==> config.mk <==
export PLATFORM = sky130hd
export DESIGN_NAME = cont_deca_incr
export DESIGN_NICKNAME = d
export VERILOG_FILES = /design/src/rtl/cont_deca_incr_pkg.sv /design/src/rtl/bcd_digit.sv /design/src/rtl/cont_deca_incr.sv
export SDC_FILE = /design/constraint.sdc
export NUM_CORES = 1
export LEC_CHECK = 0
export CAP_MARGIN = 20
export CORE_MARGIN = 10
export CORE_UTILIZATION = 41
export CTS_CLUSTER_DIAMETER = 150
export DETAILED_ROUTE_END_ITERATION = 8
export GPL_TIMING_DRIVEN = 0
export PLACE_DENSITY = 0.68
export SLEW_MARGIN = 20
export SYNTH_ARGS = -nofsm -noshare
export SYNTH_HDL_FRONTEND = slang
export SYNTH_SLANG_ARGS = --single-unit
export TNS_END_PERCENT = 1
==> constraint.sdc <==
create_clock -name clk -period 1.19 [get_ports clk]
set_input_delay 0.2975 -clock clk [delete_from_list [all_inputs] [get_ports clk]]
set_output_delay 0.2975 -clock clk [all_outputs]
set_load 0.02 [all_outputs]
==> src/rtl/cont_deca_incr_pkg.sv <==
// Shared constants and types for the two-digit BCD up counter.
// Latency: n/a (declarations only).
// Backpressure: n/a.
package cont_deca_incr_pkg;

  // Width of one BCD digit.
  localparam int DIGIT_W = 4;

  // Largest value of a decimal digit; default moduli are DEC_MAX+1.
  localparam int DEC_MAX = 9;

  // One BCD digit.
  typedef logic [DIGIT_W-1:0] bcd_t;

endpackage : cont_deca_incr_pkg

==> src/rtl/bcd_digit.sv <==
// One modulo-MOD counting digit with synchronous load-to-max and carry out.
// Latency: q updates one posedge after load/en; co is combinational.
// Backpressure: none; en is sampled every posedge, clear acts immediately.
module bcd_digit
  import cont_deca_incr_pkg::*;
#(
  parameter int W   = DIGIT_W,
  parameter int MOD = DEC_MAX + 1
) (
  input  logic         clk,
  input  logic         clear,
  input  logic         load,
  input  logic         en,
  output logic [W-1:0] q,
  output logic         co
);

  // Terminal value of this digit (MOD-1), sized to the digit width.
  localparam logic [W-1:0] MAX_V = W'(MOD - 1);

  logic [W-1:0] q_q;
  logic [W-1:0] q_d;

  // Next state: load beats enable; an enabled digit at or beyond its terminal
  // value returns to zero, which also recovers forced out-of-range values.
  always_comb begin
    q_d = q_q;
    if (load) begin
      q_d = MAX_V;
    end else if (en) begin
      if (q_q >= MAX_V) begin
        q_d = '0;
      end else begin
        q_d = q_q + 1'b1;
      end
    end
  end

  // Digit register; clear zeroes it at once, independent of the clock.
  always_ff @(posedge clk or posedge clear) begin
    if (clear) begin
      q_q <= '0;
    end else begin
      q_q <= q_d;
    end
  end

  assign q = q_q;

  // Carry only on a genuine terminal value, so an out-of-range digit never carries.
  assign co = en & (q_q == MAX_V);

endmodule : bcd_digit

==> src/rtl/cont_deca_incr.sv <==
// Two-digit synchronous BCD up counter (00..MOD_T*MOD_U-1) with cascade terminal count.
// Latency: digits update one posedge after in/preset; tc is combinational from state and in.
// Backpressure: none; in is a plain count enable sampled every posedge.
module cont_deca_incr
  import cont_deca_incr_pkg::DEC_MAX;
#(
  parameter int DIGIT_W = cont_deca_incr_pkg::DIGIT_W,
  parameter int MOD_U   = DEC_MAX + 1,
  parameter int MOD_T   = DEC_MAX + 1
) (
  input  logic               clk,
  input  logic               clear,
  input  logic               preset,
  input  logic               in,
  output logic [DIGIT_W-1:0] units,
  output logic [DIGIT_W-1:0] tens,
  output logic               tc
);

  logic units_co;
  logic tens_co;

  // Both digits share clk, so every state bit moves on the same edge; the
  // units carry is a synchronous enable for tens, not a ripple clock.
  bcd_digit #(
    .W   (DIGIT_W),
    .MOD (MOD_U)
  ) u_units (
    .clk   (clk),
    .clear (clear),
    .load  (preset),
    .en    (in),
    .q     (units),
    .co    (units_co)
  );

  bcd_digit #(
    .W   (DIGIT_W),
    .MOD (MOD_T)
  ) u_tens (
    .clk   (clk),
    .clear (clear),
    .load  (preset),
    .en    (units_co),
    .q     (tens),
    .co    (tens_co)
  );

  // Terminal count for cascading: the whole counter is about to wrap.
  assign tc = tens_co;

endmodule : cont_deca_incr

==> results.json <==
{
  "syn_area_um2": 539,
  "cts_buffer_depth": 2,
  "drt_wl_total_um": 1230,
  "final.setup.tns_ps": -2040,
  "start_kind": "flip-flop",
  "dieArea_um2": 3170,
  "synth_seq_area_share": 0.371,
  "slowest_delay_ps": 420,
  "drive_above_1_share": 0.333,
  "synth_nets": 70,
  "fin_crit_sh": 1.41,
  "core_area_um2": 1270,
  "fin_nets": 89,
  "rsz0062_at_grt": "yes",
  "vias_per_cell": 5.27,
  "reg2regPathDepth": 7,
  "synth_top_flop_cell": "dfrtp_1",
  "p_per_area_nw_per_um2": 972,
  "maxSlewHeadroom": 0.717,
  "synth_edf_count": 0,
  "diodes": 0,
  "finalSetupViolCount": 12,
  "wire_per_inst_um": 13.2,
  "report.power.total_uw": 744,
  "outcome": "finished with violations",
  "dr.pass1.iters": 4,
  "crit_slowest_cell": "dfrtp_2",
  "synth_area_leader_cell": "dfrtp_1",
  "min_path_type": "primary input to asynchronous set/reset pin",
  "syn_to_final_growth_pct": 42.0,
  "syn_area_per_cell_um2": 8.99,
  "gp_congestion": 0.770,
  "dpl_cell_area_um2": 694,
  "grt_start_max_net_pins": 10,
  "finalHoldViolations": 0,
  "route.detailed.drc": 0,
  "clock_skew_ps": 2.69,
  "synth_top_cell_area_share": 0.371,
  "async_flop_share": 1.00,
  "grt_antenna_before_repair": 0,
  "max_freq_ghz": 0.595,
  "cap_violations": 0,
  "netlist_top_cells_area": "dfrtp_1 37%, ha_1 14%, inv_1 5.6%, a21oi_1 4.6%, nand2_1 4.2%",
  "clk_transition_reported_paths_ps": 50,
  "fill_cells": 116,
  "clk_latency_ps": 260,
  "ys_ff_latch": 8,
  "crit_family": "flip-flops",
  "placementRows": 13,
  "pre_cts_ws_ps": -1150,
  "path_class": "flip-flop to output port",
  "start_util": 0.425,
  "worstMarginPinSlew_ps": 425,
  "crit_buf_inv": 2,
  "violations": "negative setup slack",
  "root_buffer": "clkbuf_4",
  "rrSetupSlack_ps": -270,
  "cts_sinks": 8,
  "r2r-start": "u_units.q[1]$_DFFE_PP0P_",
  "final_area_um2": 766,
  "end_kind": "output port",
  "crit_chain": "inv_2 > ha_4 > nand4b_1 > nor3_4 > buf_6",
  "final_antenna_net_count": 0,
  "num_vias": 490,
  "ioPinCount": 13,
  "cts_tree": "built",
  "peakVddDrop_mv": 0.864,
  "rr_endpoint": "u_tens.q[3]$_DFFE_PP0P_",
  "numPortBuffers": 11,
  "hpwl_um": 913,
  "slew_viol_final": 0,
  "cts_made_buffers": 3,
  "power.leakage_uw": 0.000330,
  "dr.first_iter.drc_count": 6,
  "synthCells": 60,
  "die_w_um": 56.3,
  "yosys_warnings": 0,
  "finalWorstSetupSlack_ps": -490,
  "htreeDepth": 1,
  "cp_max_fo": 4,
  "die_h_um": 56.3,
  "grt-ovfl-total": 0,
  "final.min_clock_period_ps": 1680,
  "fin_util": 0.604,
  "cts_hold_buf": 0,
  "ys_top_cells_by_count": "8 x dfrtp_1, 8 x inv_1, 6 x ha_1, 6 x nand2_1, 5 x a21oi_1",
  "ys_types": 24,
  "grt_first_pass_wirelength_um": 2010,
  "grt_use_total": 0.0786,
  "grt_pass1_vias": 433,
  "arrival_ps": 1380,
  "crit_required_ps": 890
}
## flip-flops by register name, summed over array words and instances, names as in the netlist
name / count
u_tens.q: 4
u_units.q: 4
## routing by layer
layer | vias up | GRT usage | part of all wire
li1 | 249 | - | -
met1 | 225 | 0.0972 | 0.48
met2 | 13 | 0.108 | 0.43
met3 | 3 | 0.0517 | 0.083
met4 | 0 | 0.0206 | 0.0065
met5 | - | 0 | 0
## kinds of logic after synthesis
| family | after synthesis | share of synthesized area |
|---|---|---|
| fa+ha+maj | 6 | 0.139 |
| buf+inv | 9 | 0.0626 |
| compound gates | 16 | 0.188 |
| flops | 8 | 0.371 |
| simple gates | 21 | 0.239 |
## how the worst max path moves through the flow
stage                        startpoint  end  slack (ps)  cells past startpoint
2_1_floorplan  u_units.q[1]$_DFFE_PP0P_   tc        -280                      4
3_3_place_gp                         in   tc       -1150                      4
3_5_place_dp                         in   tc       -1150                      4
4_1_cts        u_units.q[1]$_DFFE_PP0P_   tc        -520                      5
5_1_grt        u_units.q[1]$_DFFE_PP0P_   tc        -580                      5
6_report       u_units.q[1]$_DFFE_PP0P_   tc        -490                      5
## power by group
group	internal [uW]	switching, uW
registers	290	27.3
clock network	129	96.7
logic	93.0	108
## final cells by class
cell class | instances | area [um^2] | area share
Buffer | 1 | 3.75 | 0.00490
Clock buffer | 4 | 26.3 | 0.0343
Inverter | 8 | 30.0 | 0.0392
Multi-Input combinational cell | 43 | 347 | 0.453
Sequential cell | 8 | 208 | 0.271
Tap cell | 15 | 18.8 | 0.0245
Timing Repair Buffer | 14 | 133 | 0.173
## layout by cell type, fill, tap and decap left out, types with 2 or more instances in the layout
cell           count
a21oi_1            4
a31oi_1            2
buf_4              2
buf_6              6
clkbuf_4           3
dfrtp_1            2
dfrtp_2            6
dlygate4sd2_1      4
ha_1               4
inv_1              7
nand2_1            6
nand2b_1           2
nand3_1            2
nor3b_1            2
o211ai_1           2
o21ai_0            2
## metrics by stage
step                hold WS [ps]  std cells
floorplan                    113         60
global placement             558         86
detailed placement           558         86
CTS                          288         91
global route                 292         93
finish                       279         93
## repair_timing
item                                    CTS  global route
endpoints found under the setup margin   16            17
buffers inserted                          1             2
resized for setup                        39             9
pin swaps                                 1             1
Note: power is estimated with default switching activity, not from simulation.
